`config.mk`:
```
export PLATFORM = sky130hd
export DESIGN_NAME = servo_angle_sequencer
export DESIGN_NICKNAME = d
export VERILOG_FILES = /design/src/rtl/servo_angle_sequencer.sv
export SDC_FILE = /design/constraint.sdc
export NUM_CORES = 1
export LEC_CHECK = 0
export CORE_ASPECT_RATIO = 1.1
export CORE_UTILIZATION = 60
export CTS_CLUSTER_DIAMETER = 100
export CTS_CLUSTER_SIZE = 16
export DETAILED_ROUTE_END_ITERATION = 8
export PLACE_DENSITY = 0.81
export SLEW_MARGIN = 20
export SYNTH_ARGS = -nofsm -noshare
export SYNTH_HDL_FRONTEND = slang
export SYNTH_SLANG_ARGS = --single-unit
```
`constraint.sdc`:
```
create_clock -name sclk -period 10.8 [get_ports sclk]
set_input_delay 1.08 -clock sclk [delete_from_list [all_inputs] [get_ports sclk]]
set_output_delay 1.08 -clock sclk [all_outputs]
set_load 0.01 [all_outputs]
```
`src/rtl/servo_angle_sequencer.sv`:
```
// Servo angle sequencer: debounced preset keys pick a target angle, and the
// commanded angle ramps toward it by STEP degrees per PWM frame, then settles.
module servo_angle_sequencer #(
    parameter int DEBOUNCE_CYC  = 1_000_000,
    parameter int STEP          = 3,
    parameter int SETTLE_FRAMES = 10,
    parameter int INIT_ANGLE    = 135
) (
    input  logic       sclk,
    input  logic       rst_n,
    input  logic [6:0] key,
    input  logic       frame_done,
    output logic [8:0] angle,
    output logic [8:0] target,
    output logic       busy,
    output logic       done
);

    localparam int               CNT_W    = $clog2(DEBOUNCE_CYC + 1);
    localparam logic [CNT_W-1:0] CNT_LAST = CNT_W'(DEBOUNCE_CYC - 1);
    localparam logic [9:0]       STEP_W10 = 10'(STEP);
    localparam logic [8:0]       STEP_W9  = 9'(STEP);
    localparam logic [8:0]       INIT_V   = 9'(INIT_ANGLE);
    localparam logic [7:0]       SETTLE_V = 8'(SETTLE_FRAMES);

    typedef enum logic [1:0] {
        S_IDLE = 2'd0,
        S_RAMP = 2'd1,
        S_HOLD = 2'd2
    } state_e;

    function automatic logic [8:0] key_angle(input logic [2:0] idx);
        logic [8:0] a;
        case (idx)
            3'd0:    a = 9'd0;
            3'd1:    a = 9'd45;
            3'd2:    a = 9'd90;
            3'd3:    a = 9'd135;
            3'd4:    a = 9'd180;
            3'd5:    a = 9'd30;
            3'd6:    a = 9'd60;
            default: a = 9'd0;
        endcase
        return a;
    endfunction

    state_e     state_q, state_d;
    logic [6:0] meta_q, sync_q;
    logic [6:0] press_s;
    logic [8:0] angle_q, angle_d;
    logic [8:0] target_q, target_d;
    logic [7:0] settle_q, settle_d;
    logic       busy_q, busy_d;
    logic       done_q, done_d;
    logic       press_valid_s;
    logic [2:0] press_idx_s;
    logic [8:0] new_target_s;
    logic [8:0] stepped_s;
    logic [9:0] diff_s;
    logic       up_s;
    logic       settle_last_s;

    // Two-flop synchronizer on the raw key levels
    always_ff @(posedge sclk or negedge rst_n) begin
        if (!rst_n) begin
            meta_q <= 7'd0;
            sync_q <= 7'd0;
        end else begin
            meta_q <= key;
            sync_q <= meta_q;
        end
    end

    for (genvar i = 0; i < 7; i++) begin : g_deb
        logic [CNT_W-1:0] cnt_q;
        logic             fired_q;
        logic             press_q;

        // Debounce counter; fired_q blocks re-triggering until the key reads low
        always_ff @(posedge sclk or negedge rst_n) begin
            if (!rst_n) begin
                cnt_q   <= '0;
                fired_q <= 1'b0;
                press_q <= 1'b0;
            end else if (!sync_q[i]) begin
                cnt_q   <= '0;
                fired_q <= 1'b0;
                press_q <= 1'b0;
            end else if (fired_q) begin
                press_q <= 1'b0;
            end else if (cnt_q == CNT_LAST) begin
                cnt_q   <= '0;
                fired_q <= 1'b1;
                press_q <= 1'b1;
            end else begin
                cnt_q   <= cnt_q + {{(CNT_W-1){1'b0}}, 1'b1};
                press_q <= 1'b0;
            end
        end

        assign press_s[i] = press_q;
    end

    // Priority encoder: lowest key index wins
    always_comb begin
        press_valid_s = 1'b1;
        press_idx_s   = 3'd0;
        casez (press_s)
            7'b??????1: press_idx_s = 3'd0;
            7'b?????10: press_idx_s = 3'd1;
            7'b????100: press_idx_s = 3'd2;
            7'b???1000: press_idx_s = 3'd3;
            7'b??10000: press_idx_s = 3'd4;
            7'b?100000: press_idx_s = 3'd5;
            7'b1000000: press_idx_s = 3'd6;
            default:    press_valid_s = 1'b0;
        endcase
        new_target_s = key_angle(press_idx_s);
    end

    // One ramp step toward the latched target; snaps to target when within STEP
    always_comb begin
        if ({1'b0, target_q} >= {1'b0, angle_q}) begin
            diff_s = {1'b0, target_q} - {1'b0, angle_q};
            up_s   = 1'b1;
        end else begin
            diff_s = {1'b0, angle_q} - {1'b0, target_q};
            up_s   = 1'b0;
        end
        if (diff_s <= STEP_W10) begin
            stepped_s = target_q;
        end else if (up_s) begin
            stepped_s = angle_q + STEP_W9;
        end else begin
            stepped_s = angle_q - STEP_W9;
        end
        settle_last_s = (settle_q == (SETTLE_V - 8'd1));
    end

    // State register
    always_ff @(posedge sclk or negedge rst_n) begin
        if (!rst_n) begin
            state_q <= S_IDLE;
        end else begin
            state_q <= state_d;
        end
    end

    // Next-state logic; a press always overrides frame-driven transitions
    always_comb begin
        state_d = state_q;
        case (state_q)
            S_IDLE: begin
                if (press_valid_s) begin
                    state_d = (new_target_s != angle_q) ? S_RAMP : S_HOLD;
                end else begin
                    state_d = S_IDLE;
                end
            end
            S_RAMP: begin
                if (press_valid_s) begin
                    state_d = S_RAMP;
                end else if (frame_done && (stepped_s == target_q)) begin
                    state_d = S_HOLD;
                end else begin
                    state_d = S_RAMP;
                end
            end
            S_HOLD: begin
                if (press_valid_s) begin
                    state_d = (new_target_s != angle_q) ? S_RAMP : S_HOLD;
                end else if (frame_done && settle_last_s) begin
                    state_d = S_IDLE;
                end else begin
                    state_d = S_HOLD;
                end
            end
            default: state_d = S_IDLE;
        endcase
    end

    // Datapath and output next values
    always_comb begin
        angle_d  = frame_done ? stepped_s : angle_q;
        target_d = press_valid_s ? new_target_s : target_q;
        settle_d = 8'd0;
        done_d   = 1'b0;
        case (state_q)
            S_IDLE: settle_d = 8'd0;
            S_RAMP: settle_d = 8'd0;
            S_HOLD: begin
                if (press_valid_s) begin
                    settle_d = 8'd0;
                end else if (frame_done) begin
                    settle_d = settle_q + 8'd1;
                    done_d   = settle_last_s;
                end else begin
                    settle_d = settle_q;
                end
            end
            default: settle_d = 8'd0;
        endcase
        busy_d = (state_d != S_IDLE);
    end

    // Datapath and output registers
    always_ff @(posedge sclk or negedge rst_n) begin
        if (!rst_n) begin
            angle_q  <= INIT_V;
            target_q <= INIT_V;
            settle_q <= 8'd0;
            busy_q   <= 1'b0;
            done_q   <= 1'b0;
        end else begin
            angle_q  <= angle_d;
            target_q <= target_d;
            settle_q <= settle_d;
            busy_q   <= busy_d;
            done_q   <= done_d;
        end
    end

    assign angle  = angle_q;
    assign target = target_q;
    assign busy   = busy_q;
    assign done   = done_q;

endmodule

```
==> run summary <==
=========================================================================================
Max Buffers Root-to-Sink ...................................................            2
Reg clk slew, reported paths ...............................................      0.07 ns
Critical Path End Type .....................................................         flop
Portion of the post-synthesis area used by sequential elements .............        0.435
Post-synth net total .......................................................        1,331
Die ar. .................................................................... 19,500 sq um
Worst-path fanout max ......................................................            8
Period utilisation layout ..................................................        0.425
Latest clock arrival within the worst-skew pair ............................      0.43 ns
Total negative slack for setup checks ......................................         0 ns
Most area-hungry cell type in the Yosys netlist ............................      dfrtp_1
Wire length per cell .......................................................      15.9 um
Synth unique cells .........................................................           82
DR iter-0 viols ............................................................          603
Proportion of register bits with asynchronous set or reset after synthesis .         1.00
Arr. time, crit path .......................................................      4.90 ns
First-pass GRT wire length .................................................    41,800 um
Setup repair after global routing missed its margin ........................           no
Synthesized cell area ...................................................... 11,400 sq um
Core box area .............................................................. 18,500 sq um
Number of global-route vias before repair ..................................        8,774
Count of flip-flops with a built-in enable after synthesis .................            0
Result of the run .......................................................... finished clean
Area added between synthesis and finish ....................................        8.72%
Starting density of the core ...............................................        0.615
Number of ports placed on the die boundary .................................           30
Synthesis Warnings .........................................................            0
Max frequency ..............................................................      218 MHz
Max-cap viol count .........................................................            0
Layout cell share with drive strength beyond 1 .............................       0.0519
Post-CTS sizing ............................................................            0
Number of standard cells after synthesis ...................................        1,282
Number of CTS-inserted buffers .............................................           17
WL final ...................................................................    24,300 um
Final Hold Vio Count .......................................................            0
FP Rows ....................................................................           52
Stage delay of the slowest cell on the critical path .......................      0.63 ns
Max Clock Skew .............................................................    0.0110 ns
Commonest cells in the netlist ............................................. dfrtp_1, nand2_1, o21ai_0, nor2_1, nand3_1
Total Nets Final ...........................................................        1,330
CTS root buf ...............................................................    clkbuf_16
Max-slew violations ........................................................            0
Critical Path RT ...........................................................     11.11 ns
Peak supply drop ...........................................................   0.000125 V
Maximum number of pins on one net before global-route repair ...............           87
Weighted congestion reported at the end of routability-driven placement ....        0.892
Number of levels in the clock H-tree .......................................            4
Routed vias/inst ...........................................................         6.14
Leakage ....................................................................   0.00518 uW
Slew headroom ..............................................................        0.462
Dominant delay contributor by cell family on the critical path ............. compound AO/OA/AOI/OAI gates
Actual slew at the worst max-slew pin ......................................     0.808 ns
Buf+Inv Stages, Crit Path ..................................................            2
DRC violation count after routing ..........................................            0
Number of iterations in the first detailed-routing pass ....................            5
Width of the chip ..........................................................       133 um
Die Y-Extent ...............................................................       146 um
Overall track demand over capacity in global routing .......................        0.263
Total power density per cell area ..........................................  167 nW/um^2
Element type at the critical path start ....................................         flop
Crit Path Category .........................................................   reg -> reg
Syn_area_per_cell ..........................................................   8.86 sq um
Largest cells by area after synthesis ...................................... dfrtp_1, o21ai_0, nand2_1
Master of the slowest instance on the critical path ........................      dfstp_2
Post-CTS setup buffers .....................................................            0
PnR Total Power ............................................................      2060 uW
N_diodes ...................................................................            0
Primary FF master, synth ...................................................      dfrtp_1
Yosys top cell area share ..................................................        0.416
Number of failing setup endpoints in the final timing report ...............            0
Post-DP HPWL ...............................................................    16,900 um
Post-cts hold buffer count .................................................            0
Routed Antenna Nets ........................................................            0
Number of port buffers .....................................................           28
Critical path, cell by cell ................................................ inv_1 > fa_1 > a21o_1 > a211oi_1 > o21bai_1 > and2_1 > inv_1 > fa_1 > xnor2_1 > nor2_1 > o2111ai_1 > a2111oi_0 > nand4_1 > nor3_1 > o2111a_1 > a211oi_1
Min-delay worst type .......................................................   reg -> reg
Number of flip-flops and latches in the synthesized netlist ................          197
Most frequent cell after synthesis .........................................      dfrtp_1
CTS tree ...................................................................         done
Via count ..................................................................        9,419
Final critical-path required period ........................................      4.59 ns
Congestion Overflow GR .....................................................            0
Antenna violations before repair ...........................................            0
Count of clock tree sinks ..................................................          197
=========================================================================================
[through the flow]
stage	utilization	setup WS [ns]	hold slack (ns)	cell area, sq um	std cells
finish	0.668	6.21	0.347	12300	1535
global route	0.668	5.95	0.359	12300	1535
CTS	0.668	6.29	0.351	12300	1535
detailed placement	0.635	6.30	0.335	11700	1505
global placement	0.635	6.46	0.332	11700	1505
floorplan	-	6.93	0.331	11400	1282
[cells in the final DEF, fill, tap and decap left out, types with 10 or more instances in the layout]
cell / Yosys / routed
and2_1: 34 / 34
nand3_1: 60 / 60
nor3_1: 25 / 25
o31ai_1: 23 / 23
ha_1: 36 / 36
clkdlybuf4s50_1: 0 / 27
clkbuf_16: 0 / 17
nand2_1: 184 / 184
a31oi_1: 42 / 42
xor2_1: 22 / 22
a21o_1: 10 / 10
o21ai_0: 165 / 165
nand2b_1: 11 / 11
nand4_1: 17 / 17
nor2b_1: 24 / 24
nor2_1: 71 / 71
dfrtp_1: 189 / 189
xnor2_1: 29 / 29
inv_1: 29 / 29
and3_1: 52 / 52
a21oi_1: 45 / 45
nor4_1: 13 / 13
[area by class of cell]
cell class                      instances  area (sq um)
Clock buffer                           19           433
Clock inverter                         11           175
Fill cell                            1516          6130
Inverter                               29           109
Multi-Input combinational cell       1004          6070
Sequential cell                       197          4940
Tap cell                              243           304
Timing Repair Buffer                   32           314
[sequential cells by signal, summed over array words and instances (netlist names)]
register / cells
g_deb.cnt_q: 140
angle: 9
settle_q: 8
target: 8
g_deb.fired_q: 7
g_deb.press_q: 7
meta_q: 7
sync_q: 7
state_q: 2
busy: 1
done: 1
[report_power, final]
part	switching, uW	internal (uW)
combinational	318	258
clock	276	387
sequential	48.8	772
[final timing paths]
check                          start                 end  slack, ns  cells after the start
setup / recovery            angle[1]          state_q[0]       6.21                     16
hold / removal             meta_q[6]           sync_q[6]       0.35                      0
setup reg to reg            angle[1]          state_q[0]       6.21                     16
hold reg to reg            meta_q[6]           sync_q[6]       0.35                      0
max in group asynchronous      rst_n    g_deb[3].fired_q       8.84                      2
min in group asynchronous      rst_n  g_deb[6].cnt_q[12]       0.69                      1
[cells by family (layout without fill, tap and decap cells)]
| logic type | Yosys count | count (layout) | synth area share |
|---|---|---|---|
| xor gates and xnor gates | 51 | 51 | 0.0393 |
| muxes | 1 | 1 | 0.00132 |
| other | 1 | 1 | 0.000330 |
| buffers and inverters | 81 | 91 | 0.0304 |
| and+or+nand+nor | 545 | 545 | 0.246 |
| DFF | 197 | 197 | 0.435 |
| AOI/OAI and AO/OA | 367 | 367 | 0.203 |
| adders and majority gates | 39 | 39 | 0.0450 |
[metal layers]
metal / global-route usage / share of wire
met5: 0 / 0
met4: 0.0903 / 0.023
met3: 0.0389 / 0.037
met2: 0.427 / 0.48
met1: 0.360 / 0.46
(Power assumes the default switching activity.)
